$ cat config.mk
export PLATFORM = sky130hd
export DESIGN_NAME = branch_unit_flat
export DESIGN_NICKNAME = d
export VERILOG_FILES = /design/src/rtl/branch_unit_if.sv /design/src/rtl/branch_unit.sv /design/src/flat_wrapper.sv
export SDC_FILE = /design/constraint.sdc
export NUM_CORES = 1
export LEC_CHECK = 0
export ABC_AREA = 1
export CAP_MARGIN = 25
export CORE_ASPECT_RATIO = 0.6
export CORE_MARGIN = 4
export CORE_UTILIZATION = 45
export CTS_CLUSTER_DIAMETER = 30
export DETAILED_ROUTE_END_ITERATION = 8
export GPL_TIMING_DRIVEN = 1
export PLACE_DENSITY_LB_ADDON = 0.15
export SLEW_MARGIN = 10
export SYNTH_ARGS = -nofsm -noshare
export SYNTH_HDL_FRONTEND = slang
export SYNTH_SLANG_ARGS = --single-unit
$ cat constraint.sdc
create_clock -name clock -period 2.35 [get_ports clock]
set_input_delay 0.47 -clock clock [delete_from_list [all_inputs] [get_ports clock]]
set_output_delay 0.47 -clock clock [all_outputs]
set_load 0.005 [all_outputs]
$ cat src/rtl/branch_unit_if.sv
// ---------------------------------------------------------------------------
// branch_unit_if
// Groups the request and result signals of branch_unit.
//   master : the requester (drives the request, receives the results)
//   slave  : branch_unit itself
// Request : start, flush, ir[31:0], bus_in[31:0], pc_in[31:0]
// Result  : busy, con_q, pc_out[31:0], pc_load, done,
//           branch_count[15:0], taken_count[15:0]
// ---------------------------------------------------------------------------
interface branch_unit_if;
    logic        start;
    logic        flush;
    logic [31:0] ir;
    logic [31:0] bus_in;
    logic [31:0] pc_in;
    logic        busy;
    logic        con_q;
    logic [31:0] pc_out;
    logic        pc_load;
    logic        done;
    logic [15:0] branch_count;
    logic [15:0] taken_count;

    modport master (
        output start, flush, ir, bus_in, pc_in,
        input  busy, con_q, pc_out, pc_load, done, branch_count, taken_count
    );

    modport slave (
        input  start, flush, ir, bus_in, pc_in,
        output busy, con_q, pc_out, pc_load, done, branch_count, taken_count
    );
endinterface

$ cat src/rtl/branch_unit.sv
// ---------------------------------------------------------------------------
// branch_unit
// Multi-cycle conditional branch resolver.  A start pulse captures the
// instruction, tested register and PC; the unit then evaluates the condition
// (EVAL), computes PC + sign-extended displacement (CALC) and finally issues
// a one-cycle done strobe with pc_load = condition (COMMIT).
//
// Ports
//   clock    : single clock, rising edge
//   reset_n  : asynchronous active-low reset
//   bus      : branch_unit_if.slave
//              start/flush/ir/bus_in/pc_in in,
//              busy/con_q/pc_out/pc_load/done/branch_count/taken_count out
//
// Parameter
//   OFFSET_W : width of the displacement field ir[OFFSET_W-1:0] (< 32)
//
// Optional feature
//   BRANCH_UNIT_STATS_EN : when defined, saturating 16-bit counters of
//   committed and taken branches; otherwise both counters read 0 and no
//   counter flops exist.
// ---------------------------------------------------------------------------
module branch_unit #(
    parameter int OFFSET_W = 19
) (
    input  logic          clock,
    input  logic          reset_n,
    branch_unit_if.slave  bus
);

    localparam int EXT_W = 32 - OFFSET_W;

    typedef enum logic [1:0] {
        IDLE,
        EVAL,
        CALC,
        COMMIT
    } state_t;

    state_t state;
    state_t state_nxt;

    logic                latch_en;
    logic                eval_en;
    logic                calc_en;
    logic                commit_en;

    logic [1:0]          cond_code;
    logic [OFFSET_W-1:0] offset;
    logic [31:0]         operand;
    logic [31:0]         base_pc;

    logic                cond_flag;
    logic [31:0]         target_pc;
    logic                done_pulse;
    logic                load_pulse;
    logic                cond_hit;

    // Upper instruction bits are not part of the branch encoding.
    logic                unused_ir;
    assign unused_ir = ^bus.ir;

    // ---------------------------------------------------------------- FSM
    always_ff @(posedge clock or negedge reset_n) begin
        if (!reset_n) begin
            state <= IDLE;
        end else begin
            state <= state_nxt;
        end
    end

    always_comb begin
        state_nxt = state;
        latch_en  = 1'b0;
        eval_en   = 1'b0;
        calc_en   = 1'b0;
        commit_en = 1'b0;
        case (state)
            IDLE: begin
                if (bus.start && !bus.flush) begin
                    latch_en  = 1'b1;
                    state_nxt = EVAL;
                end
            end
            EVAL: begin
                if (bus.flush) begin
                    state_nxt = IDLE;
                end else begin
                    eval_en   = 1'b1;
                    state_nxt = CALC;
                end
            end
            CALC: begin
                if (bus.flush) begin
                    state_nxt = IDLE;
                end else begin
                    calc_en   = 1'b1;
                    state_nxt = COMMIT;
                end
            end
            COMMIT: begin
                commit_en = !bus.flush;
                state_nxt = IDLE;
            end
            default: state_nxt = IDLE;
        endcase
    end

    // ------------------------------------------------------ condition test
    always_comb begin
        cond_hit = 1'b0;
        case (cond_code)
            2'b00: cond_hit = (operand == '0);
            2'b01: cond_hit = (operand != '0);
            2'b10: cond_hit = !operand[31] && (operand != '0);
            2'b11: cond_hit = operand[31];
            default: cond_hit = 1'b0;
        endcase
    end

    // ------------------------------------------------------------ datapath
    always_ff @(posedge clock or negedge reset_n) begin
        if (!reset_n) begin
            cond_code <= '0;
            offset    <= '0;
            operand   <= '0;
            base_pc   <= '0;
        end else if (latch_en) begin
            cond_code <= bus.ir[20:19];
            offset    <= bus.ir[OFFSET_W-1:0];
            operand   <= bus.bus_in;
            base_pc   <= bus.pc_in;
        end
    end

    always_ff @(posedge clock or negedge reset_n) begin
        if (!reset_n) begin
            cond_flag <= 1'b0;
            target_pc <= '0;
        end else begin
            if (eval_en) begin
                cond_flag <= cond_hit;
            end
            if (calc_en) begin
                target_pc <= base_pc + {{EXT_W{offset[OFFSET_W-1]}}, offset};
            end
        end
    end

    // The strobes are registered on the COMMIT edge so that they appear in
    // the fourth cycle after the start edge; busy has already dropped then.
    always_ff @(posedge clock or negedge reset_n) begin
        if (!reset_n) begin
            done_pulse <= 1'b0;
            load_pulse <= 1'b0;
        end else begin
            done_pulse <= commit_en;
            load_pulse <= commit_en && cond_flag;
        end
    end

    // ---------------------------------------------------------- statistics
`ifdef BRANCH_UNIT_STATS_EN
    logic [15:0] branch_cnt;
    logic [15:0] taken_cnt;

    always_ff @(posedge clock or negedge reset_n) begin
        if (!reset_n) begin
            branch_cnt <= '0;
            taken_cnt  <= '0;
        end else if (commit_en) begin
            if (branch_cnt != '1) begin
                branch_cnt <= branch_cnt + 16'd1;
            end
            if (cond_flag && (taken_cnt != '1)) begin
                taken_cnt <= taken_cnt + 16'd1;
            end
        end
    end

    assign bus.branch_count = branch_cnt;
    assign bus.taken_count  = taken_cnt;
`else
    assign bus.branch_count = '0;
    assign bus.taken_count  = '0;
`endif

    // ------------------------------------------------------------- outputs
    assign bus.busy    = (state != IDLE);
    assign bus.con_q   = cond_flag;
    assign bus.pc_out  = target_pc;
    assign bus.done    = done_pulse;
    assign bus.pc_load = load_pulse;

endmodule

$ cat src/flat_wrapper.sv
// flat-port wrapper written by rule: the top's interface ports become plain ports
module branch_unit_flat 
#(
    parameter int OFFSET_W = 19
)
  (clock, reset_n, bus_start, bus_flush, bus_ir, bus_bus_in, bus_pc_in, bus_busy, bus_con_q, bus_pc_out, bus_pc_load, bus_done, bus_branch_count, bus_taken_count);
  branch_unit_if bus_i ();
  input  logic clock;
  input  logic reset_n;
  input wire logic [$bits(bus_i.start)-1:0] bus_start;
  input wire logic [$bits(bus_i.flush)-1:0] bus_flush;
  input wire logic [$bits(bus_i.ir)-1:0] bus_ir;
  input wire logic [$bits(bus_i.bus_in)-1:0] bus_bus_in;
  input wire logic [$bits(bus_i.pc_in)-1:0] bus_pc_in;
  output wire logic [$bits(bus_i.busy)-1:0] bus_busy;
  output wire logic [$bits(bus_i.con_q)-1:0] bus_con_q;
  output wire logic [$bits(bus_i.pc_out)-1:0] bus_pc_out;
  output wire logic [$bits(bus_i.pc_load)-1:0] bus_pc_load;
  output wire logic [$bits(bus_i.done)-1:0] bus_done;
  output wire logic [$bits(bus_i.branch_count)-1:0] bus_branch_count;
  output wire logic [$bits(bus_i.taken_count)-1:0] bus_taken_count;
  assign bus_i.start = bus_start;
  assign bus_i.flush = bus_flush;
  assign bus_i.ir = bus_ir;
  assign bus_i.bus_in = bus_bus_in;
  assign bus_i.pc_in = bus_pc_in;
  assign bus_busy = bus_i.busy;
  assign bus_con_q = bus_i.con_q;
  assign bus_pc_out = bus_i.pc_out;
  assign bus_pc_load = bus_i.pc_load;
  assign bus_done = bus_i.done;
  assign bus_branch_count = bus_i.branch_count;
  assign bus_taken_count = bus_i.taken_count;
  branch_unit #(.OFFSET_W(OFFSET_W)) u_core (.clock(clock), .reset_n(reset_n), .bus(bus_i));
endmodule
# Yosys cells after proc, flatten, opt, wreduce, memory -nomap -nowiden
# Index checks and enable logic that the tools add are counted.
[totals]
regBits = 122
elab_cells = 38
[classes]
n_addsub = 1
eq_ne = 7
mux = 11
reduce_logical = 10
[ops]
columns = ["cell", "n"]
rows = [
  ["$add 32x32->32", 1],
  ["$logic_not 32->1", 1],
  ["$reduce_bool 32->1", 1],
  ["$eq 2x2->1 const B", 4],
  ["$pmux 2 s4", 1],
  ["$mux 1", 6],
  ["$mux 2", 3],
  ["$eq 2x1->1 const B", 2],
  ["$logic_not 2->1", 2],
  ["$pmux 1 s4", 1],
  ["$logic_and 1x1->1", 3],
  ["$logic_not 1->1", 2],
  ["$ne 2x1->1 const B", 1],
  ["$reduce_bool 2->1", 1],
]

# Longest topological paths before layout
# Gate-level depths: netlist of the first run.
[logic_depth]
word_depth = 4
ltp_mapped = 12

# Worst setup path after synthesis of the first run
# Ideal clock, no wire load.
[synth_timing]
kind = "reg2reg"
from = "reg u_core.base_pc[0]"
to = "reg u_core.target_pc[28], in the netlist u_core.bus.pc_out[28]"
arrival_time_ns = 1.734
t_required_ns = 2.233
setup_slack_ns = 0.498
path_stages_with_launch = 11
path_cell_list = "dfrtp_1 -> ha_1 -> fa_1 -> nand3_1 -> nand3_1 -> nand3_1 -> nand3_2 -> nand2_1 -> nand3_1 -> nand3_1 -> nand2_1"
[synth_via]
elab_chain_cells = 1
[synth_rtl]
columns = ["item", "line_no", "source"]
rows = [
  ["from (decl)", "branch_unit.sv:51", "logic [31:0] base_pc;"],
  ["from (signal assigned)", "branch_unit.sv:132", "base_pc <= bus.pc_in;"],
  ["$add 32x32->32", "branch_unit.sv:145", "target_pc <= base_pc + {{EXT_W{offset[OFFSET_W-1]}}, offset};"],
  ["to (signal assigned)", "branch_unit.sv:145", ""],
  ["to (decl)", "branch_unit.sv:54", "logic [31:0] target_pc;"],
]
# No other way between the ends.
# A chain may end at the register's enable or synchronous reset.

# Final worst setup path of the first run
[layout_timing]
from = "reg u_core.base_pc[0]"
to = "reg u_core.target_pc[16], in the netlist u_core.bus.pc_out[16]"
# The elaborated chain is that of the path after synthesis.

==> impl_table.tex, run 1 <==
\begin{tabular}{lr}
\hline
Metric & Value \\
\hline
\multicolumn{2}{l}{\textbf{Outcome}} \\
Run status & complete, no violations \\
\multicolumn{2}{l}{\textbf{Drt}} \\
Average vias per placed instance & approximately 4.7 \\
Average routed wire per standard cell & between 10 and 15 um \\
Count of vias placed by the detailed router & 6525 \\
Drt first pass iters & 5 \\
Number of remaining DRC errors & 0 \\
Post-detailed-route count of antenna-violating nets & 0 \\
Wire length reported by the detailed router & 19.6 mm \\
Drt initial violations & around 580 \\
\multicolumn{2}{l}{\textbf{Place}} \\
HPWL after DPL & $\sim$15 mm \\
Total of buffers placed on input and output ports & 124 \\
Placer Congestion & about 0.93 \\
Cell count after placement & 1356 \\
\multicolumn{2}{l}{\textbf{Worst setup path}} \\
Worst Path Class, Setup & flop to flop \\
Critical Path Start Type & flop \\
Worst path cell trace & ha\_1, fa\_1, nand3\_1, nand3\_1, a21oi\_2, nor2\_1, o21ai\_1, nand3\_1, nand2\_1 \\
WP buf/inv & 0 \\
Type of destination of the critical path & flop \\
Worst Path Max Fanout & 4 \\
Biggest cell delay along the critical path & $\sim$0.4 ns \\
Crit-path leading delay family & adder cells \\
Most repeated library cell on the critical path & sky130\_fd\_sc\_hd\_\_nand3\_1 \\
Arrival time of data at the critical path endpoint & $\sim$2.5 ns \\
Crit path max-delay cell type & sky130\_fd\_sc\_hd\_\_fa\_1 \\
Endpoint required time on the critical path & 2.71 ns \\
\multicolumn{2}{l}{\textbf{CTS}} \\
Htree depth & 4 \\
Post-CTS setup buffers & 0 \\
Number of buffers on the longest clock path & 2 \\
Number of buffers inserted during clock tree synthesis & 17 \\
Total number of clock tree sinks & between 100 and 150 \\
Clock slew at reported path FFs & 0.06 ns \\
Clock tree from TritonCTS & done \\
Library cell used as clock root buffer & sky130\_fd\_sc\_hd\_\_clkbuf\_16 \\
Later-pin clock latency in the skew report & about 0.43 ns \\
\multicolumn{2}{l}{\textbf{Floorplan}} \\
Initial core utilization & 46.9\% \\
Core region area & 15700 um\^{}2 \\
Die Footprint & about 19000 um\^{}2 \\
Overall die height & roughly 110 um \\
Row count & 35 \\
Io pins & about 170 \\
Width of the die & 173 um \\
\multicolumn{2}{l}{\textbf{GRT}} \\
Global-route wire length before repair & around 33 mm \\
Layer carrying the most global-route usage & met1 \\
Initial antenna violation count & 0 \\
Vias in the first global route & a little over 6000 \\
Met2 GRT Util & between 20 and 30\% \\
Global Route Usage Sum & between 20 and 25\% \\
Overflow left after global routing & 0 \\
Routing usage on met1 & between 30\% and 40\% \\
Met3 Resource Use GR & approximately 5.4\% \\
Maximum number of pins on one net before global-route repair & 84 \\
\multicolumn{2}{l}{\textbf{Synth}} \\
Fraction of post-synthesis cell area in the top cell type by area & slightly above 40\% \\
Post-synthesis cell type with the largest combined area & sky130\_fd\_sc\_hd\_\_dfrtp\_1 \\
Count of unique library cells instantiated by Yosys & 32 \\
Avg Synthesized Cell Area & a little over 7 um\^{}2 \\
Most used flip-flop cell after synthesis & sky130\_fd\_sc\_hd\_\_dfrtp\_1 \\
Post-synthesis register bit count & 122 \\
Most frequent cells after synthesis & sky130\_fd\_sc\_hd\_\_nand2\_1, sky130\_fd\_sc\_hd\_\_inv\_1, sky130\_fd\_sc\_hd\_\_dfrtp\_1 \\
Number of standard cells after synthesis & 1045 \\
Top cells by area, synth & sky130\_fd\_sc\_hd\_\_dfrtp\_1, sky130\_fd\_sc\_hd\_\_nand2\_1, sky130\_fd\_sc\_hd\_\_inv\_1 \\
Cell Area, Synth & roughly 7400 um\^{}2 \\
Cell with the most instances after synthesis & sky130\_fd\_sc\_hd\_\_nand2\_1 \\
Yosys Warn Count & 0 \\
Share of flip-flops with an asynchronous set or reset & 100\% \\
Part of the Yosys area used for sequential elements & 41.5\% \\
EDFF count, synth & 0 \\
\multicolumn{2}{l}{\textbf{Final layout}} \\
Final non-filler cell total & roughly 1400 \\
Number of diodes added for antenna fixing & 0 \\
Final nets & 1304 \\
Signed area change from the synthesized netlist to the final layout & 26.5\% \\
Ratio of cells with drive above 1 in the final layout & around 7.3\% \\
\multicolumn{2}{l}{\textbf{STA}} \\
Achievable clock frequency & roughly 0.47 GHz \\
Slew HR & between 60\% and 70\% \\
Slew Limit Fails & 0 \\
Number of setup violations in the final report & 0 \\
Setup repair after global routing missed its margin & false \\
Final period utilization & 91.5\% \\
Total negative slack & 0 ns \\
Worst clock skew & roughly 0.01 ns \\
Actual slew at the worst max-slew pin & slightly below 0.6 ns \\
Min Clock Period, post-route & $\sim$2.2 ns \\
Number of hold violations in the final report & 0 \\
\multicolumn{2}{l}{\textbf{Power and ir drop}} \\
Max IR drop VDD & 0.537 mV \\
Total power density per cell area & around 1100 nW/um\^{}2 \\
Leakage power total & just over 0.005 uW \\
\multicolumn{2}{l}{\textbf{Worst hold path}} \\
Min-Delay Path Class & input port to asynchronous set/reset pin \\
\multicolumn{2}{l}{\textbf{Job}} \\
Number of max-capacitance violations reported & 0 \\
\hline
\end{tabular}
-- cell families (layout without fill, tap and decap cells) --
kind of cell,count (synthesis),count (layout),synth area share [%]
AO/OA/AOI/OAI,66,66,4.86
XOR/XNOR,15,15,1.79
adder cells (fa/ha/maj),32,32,5.54
buffers and inverters,199,308,12.1
flip-flops,122,122,41.5
other,1,32,0.0510
AND/OR/NAND/NOR,610,610,34.2
-- flip-flops by register name, summed over array words and instances, names as in the netlist --
name                cells
u_core.bus.done         1
u_core.bus.con_q        1
u_core.cond_code        2
u_core.state            2
u_core.bus.pc_out      32
u_core.base_pc         32
u_core.bus.pc_load      1
u_core.operand         32
u_core.offset          19
-- what timing repair did --
action,4_1_cts,5_1_grt
endpoints found under the hold margin,0,0
hold buffers,0,0
endpoints found under the setup margin,0,7
resized for setup,0,1
-- stage by stage --
stage | utilization [%] | hold WS, ns | total power [uW] | setup slack (ns) | area, um^2
after global routing | 59.4 | 0.0825 | 11400 | 0.0376 | 9310
after floorplan | - | 0.174 | 6210 | 0.498 | 7470
after detailed placement | 55.7 | 0.464 | 7860 | 0.118 | 8730
after CTS | 59.4 | 0.0491 | 10500 | 0.112 | 9310
after global placement | 55.7 | 0.455 | 7790 | 0.140 | 8730
final | 59.4 | 0.0414 | 10500 | 0.199 | 9310
-- layer usage --
metal | vias to the layer above | share of wire, % | routed length [um]
met5 | - | 0 | 0
met2 | 203 | 37 | 7290
met3 | 13 | 7.8 | 1530
li1 | 3367 | - | -
met4 | 0 | 0.61 | 119
met1 | 2942 | 54 | 10700
-- layout make-up --
cell class | instances | area (um^2)
Sequential cell | 122 | 3050
Clock inverter | 15 | 154
Multi-Input combinational cell | 755 | 3540
Fill cell | 1512 | 6370
Inverter | 142 | 533
Clock buffer | 17 | 425
Timing Repair Buffer | 134 | 1350
Tap cell | 203 | 254
-- power breakdown --
| group | switching [uW] | internal [uW] |
|---|---|---|
| Combinational | 2730 | 1940 |
| Clock | 1120 | 1500 |
| Sequential | 430 | 2800 |
| Total | 4290 | 6250 |
-- cell usage in the layout (no fill, tap or decap), drive strengths merged --
cell type	n
a21o	1
a21oi	21
and2	2
buf	11
bufinv	1
clkbuf	17
clkdlybuf4s50	123
clkinv	2
clkinvlp	2
conb	32
dfrtp	122
fa	1
ha	31
inv	152
nand2	486
nand3	52
nand3b	4
nand4	7
nor2	53
nor3	6
o211ai	1
o21ai	40
o21bai	3
xnor2	14
xor2	1
-- path summary, 6_finish.rpt --
kind                                                     end  depth (start not counted)                         startpoint  slack, ns
setup / recovery           u_core.bus.pc_out[16]$_DFFE_PN0P_                          9      u_core.base_pc[0]$_DFFE_PN0P_       0.20
hold / removal                 u_core.operand[0]$_DFFE_PN0P_                          1                            reset_n       0.04
setup reg to reg           u_core.bus.pc_out[16]$_DFFE_PN0P_                          9      u_core.base_pc[0]$_DFFE_PN0P_       0.20
hold reg to reg            u_core.bus.pc_out[19]$_DFFE_PN0P_                          2  u_core.bus.pc_out[19]$_DFFE_PN0P_       0.48
max in group asynchronous      u_core.offset[18]$_DFFE_PN0P_                          2                            reset_n       1.65
min in group clock         u_core.bus.pc_out[19]$_DFFE_PN0P_                          2  u_core.bus.pc_out[19]$_DFFE_PN0P_       0.48
Note: power is estimated with default switching activity, not from simulation.
==> inputs of run 2 (changes only) <==
CORE_UTILIZATION = 35   (was 45)
==> impl_table.tex, run 2 (same netlist as run 1, synthesis figures left out) <==
\begin{tabular}{lr}
\hline
Metric & Value \\
\hline
\multicolumn{2}{l}{\textbf{Final layout}} \\
Ratio of cells with drive above 1 in the final layout & 7.01\% (was 7.34\%) \\
Top library cells by usage in the layout, fill and taps aside & sky130\_fd\_sc\_hd\_\_nand2\_1, sky130\_fd\_sc\_hd\_\_inv\_1, sky130\_fd\_sc\_hd\_\_clkdlybuf4s50\_1, sky130\_fd\_sc\_hd\_\_dfrtp\_1 (unchanged) \\
Sequential cell area & 3050 um\^{}2 (unchanged) \\
Number of diodes added for antenna fixing & 0 (unchanged) \\
Most common cell after layout, fill and taps aside & sky130\_fd\_sc\_hd\_\_nand2\_1 (unchanged) \\
Number of filler cells placed in the layout & 2115 (was 1512) \\
Signed area change from the synthesized netlist to the final layout & 28.1\% (was 26.5\%) \\
Final nets & 1304 (unchanged) \\
Multi-input combinational cell area & 3540 um\^{}2 (unchanged) \\
Final non-filler cell total & 1457 (was 1388) \\
\multicolumn{2}{l}{\textbf{Worst setup path}} \\
Worst path cell trace & ha\_1, fa\_1, nand3\_1, nand3\_1, nand3\_1, nand3\_2, nand2\_1, nand3\_1, nand3\_1, nand2\_1 (was ha\_1, fa\_1, nand3\_1, nand3\_1, a21oi\_2, nor2\_1, o21ai\_1, nand3\_1, nand2\_1) \\
Setup slack of the most critical reg-to-reg path & 0.17 ns (was 0.20 ns) \\
Type of destination of the critical path & flop (unchanged) \\
Crit path max-delay cell type & sky130\_fd\_sc\_hd\_\_fa\_1 (unchanged) \\
Arrival time of data at the critical path endpoint & 2.49 ns (was 2.51 ns) \\
Worst Path Max Fanout & 4 (unchanged) \\
Critical Path Start Type & flop (unchanged) \\
Worst Path Class, Setup & flop to flop (unchanged) \\
Endpoint required time on the critical path & 2.66 ns (was 2.71 ns) \\
Biggest cell delay along the critical path & 0.40 ns (about the same) \\
Most repeated library cell on the critical path & sky130\_fd\_sc\_hd\_\_nand3\_1 (unchanged) \\
\multicolumn{2}{l}{\textbf{STA}} \\
Worst clock skew & 0.00792 ns (was 0.0100 ns) \\
Min Clock Period, post-route & 2.18 ns (was 2.15 ns) \\
Total negative slack & 0 ns (unchanged) \\
Final period utilization & 93.0\% (was 91.5\%) \\
Setup repair after global routing missed its margin & false (unchanged) \\
Actual slew at the worst max-slew pin & 0.689 ns (was 0.588 ns) \\
Number of setup violations in the final report & 0 (unchanged) \\
Slew HR & 54.1\% (was 60.8\%) \\
Slew Limit Fails & 0 (unchanged) \\
Achievable clock frequency & 0.458 GHz (was 0.465 GHz) \\
Number of hold violations in the final report & 0 (unchanged) \\
\multicolumn{2}{l}{\textbf{Floorplan}} \\
Core region area & 20300 um\^{}2 (was 15700 um\^{}2) \\
Overall die height & 120 um (was 107 um) \\
Die Footprint & 23500 um\^{}2 (was 18500 um\^{}2) \\
Row count & 40 (was 35) \\
Width of the die & 195 um (was 173 um) \\
Io pins & 168 (unchanged) \\
Initial core utilization & 36.2\% (was 46.9\%) \\
\multicolumn{2}{l}{\textbf{Place}} \\
Total of buffers placed on input and output ports & 124 (unchanged) \\
HPWL after DPL & 16.0 mm (was 14.8 mm) \\
Placer Congestion & 0.928 (was 0.933) \\
Cell count after placement & 1426 (was 1356) \\
\multicolumn{2}{l}{\textbf{CTS}} \\
Post-CTS setup buffers & 0 (unchanged) \\
Library cell used as clock root buffer & sky130\_fd\_sc\_hd\_\_clkbuf\_16 (unchanged) \\
Number of buffers on the longest clock path & 2 (unchanged) \\
Cts-stage hold buffer count & 0 (unchanged) \\
Clock tree from TritonCTS & done (unchanged) \\
Clock slew at reported path FFs & 0.05 ns (was 0.06 ns) \\
Htree depth & 4 (unchanged) \\
Later-pin clock latency in the skew report & 0.43 ns (about the same) \\
Number of buffers inserted during clock tree synthesis & 17 (unchanged) \\
Number of gates resized after cts & 0 (unchanged) \\
Total number of clock tree sinks & 122 (unchanged) \\
\multicolumn{2}{l}{\textbf{Drt}} \\
Number of remaining DRC errors & 0 (unchanged) \\
Post-detailed-route count of antenna-violating nets & 0 (unchanged) \\
Average routed wire per standard cell & 14.2 um (was 14.1 um) \\
Average vias per placed instance & 4.46 (was 4.70) \\
Wire length reported by the detailed router & 20.7 mm (was 19.6 mm) \\
Drt first pass iters & 5 (unchanged) \\
Count of vias placed by the detailed router & 6503 (was 6525) \\
Drt initial violations & 531 (was 575) \\
\multicolumn{2}{l}{\textbf{Power and ir drop}} \\
Leakage power total & 0.00506 uW (was 0.00504 uW) \\
Total power density per cell area & 1130 nW/um\^{}2 (about the same) \\
Max IR drop VDD & 0.603 mV (was 0.537 mV) \\
Sum of internal, switching and leakage power & 10600 uW (was 10500 uW) \\
Switch share & 38.8\% (was 40.7\%) \\
Switch Pwr & 4120 uW (was 4290 uW) \\
Fraction of power consumed by the clock network & 25.1\% (was 24.9\%) \\
Part of the total power dissipated in combinational logic & 44.3\% (was 44.4\%) \\
Cell internal pwr & 6490 uW (was 6250 uW) \\
Reg power frac & 30.7\% (about the same) \\
\multicolumn{2}{l}{\textbf{Worst hold path}} \\
Min-Delay Path Class & input port to asynchronous set/reset pin (unchanged) \\
\multicolumn{2}{l}{\textbf{GRT}} \\
Global-route wire length before repair & 33.7 mm (was 32.6 mm) \\
Global Route Usage Sum & 18.2\% (was 22.1\%) \\
Maximum number of pins on one net before global-route repair & 62 (was 84) \\
Overflow left after global routing & 0 (unchanged) \\
Initial antenna violation count & 0 (unchanged) \\
Vias in the first global route & 6219 (was 6191) \\
\multicolumn{2}{l}{\textbf{Job}} \\
Number of max-capacitance violations reported & 0 (unchanged) \\
\multicolumn{2}{l}{\textbf{Outcome}} \\
Run status & complete, no violations (unchanged) \\
\hline
\end{tabular}
run 2: cell types whose count changed in the layout (fill, tap and decap cells not counted), sizes merged:
cell	before	now
inv	152	141
clkinvlp	2	1
clkbuf	17	23
bufinv	1	3
clkinv	2	5
run 2: worst max-delay path: cells and delay by family, from the launching register on:
family        cells  cell delay [ns]
simple gates      8             1.01
fa+ha+maj         2             0.64
flops             1             0.39
run 2: layer usage:
| layer | share of wire [%] | track usage (%) |
|---|---|---|
| met1 | 57 | 29.9 |
| met2 | 37 | 23.2 |
| met3 | 5.5 | 4.18 |
| met4 | 0.74 | 4.45 |
| met5 | 0 | 0 |
run 2: power by group through the flow:
stage	Clock, uW	Sequential, uW	Combinational [uW]
floorplan	0	3170	3040
global placement	0	3270	4620
detailed placement	0	3270	4670
CTS	2730	3250	4700
global route	2820	3340	5340
finish	2660	3250	4700
run 2: path summary, 6_finish.rpt:
path | startpoint | to | cells after the start
setup / recovery | u_core.offset[0]$_DFFE_PN0P_ | u_core.bus.pc_out[28]$_DFFE_PN0P_ | 10
hold / removal | reset_n | u_core.operand[19]$_DFFE_PN0P_ | 1
setup reg to reg | u_core.offset[0]$_DFFE_PN0P_ | u_core.bus.pc_out[28]$_DFFE_PN0P_ | 10
hold reg to reg | u_core.bus.pc_out[19]$_DFFE_PN0P_ | u_core.bus.pc_out[19]$_DFFE_PN0P_ | 2
max in group asynchronous | reset_n | u_core.offset[18]$_DFFE_PN0P_ | 2
min in group clock | u_core.bus.pc_out[19]$_DFFE_PN0P_ | u_core.bus.pc_out[19]$_DFFE_PN0P_ | 2
run 2: final cells by class:
cell class,count,area share (%)
Inverter,142,5.67
Sequential cell,122,32.4
Timing Repair Buffer,134,14.5
Clock inverter,8,1.25
Multi-Input combinational cell,755,37.5
Tap cell,273,3.62
Clock buffer,23,5.07
run 2: metrics by stage:
stage                     hold WS, ns  cell area [um^2]  worst slack, ns  utilization [%]
after global routing           0.0517              9430           0.0102             46.4
after detailed placement        0.466              8830            0.164             43.5
after global placement          0.464              8830            0.122             43.5
after CTS                      0.0131              9430            0.159             46.4
after floorplan                 0.174              7470            0.498                -
final                          0.0148              9430            0.165             46.4
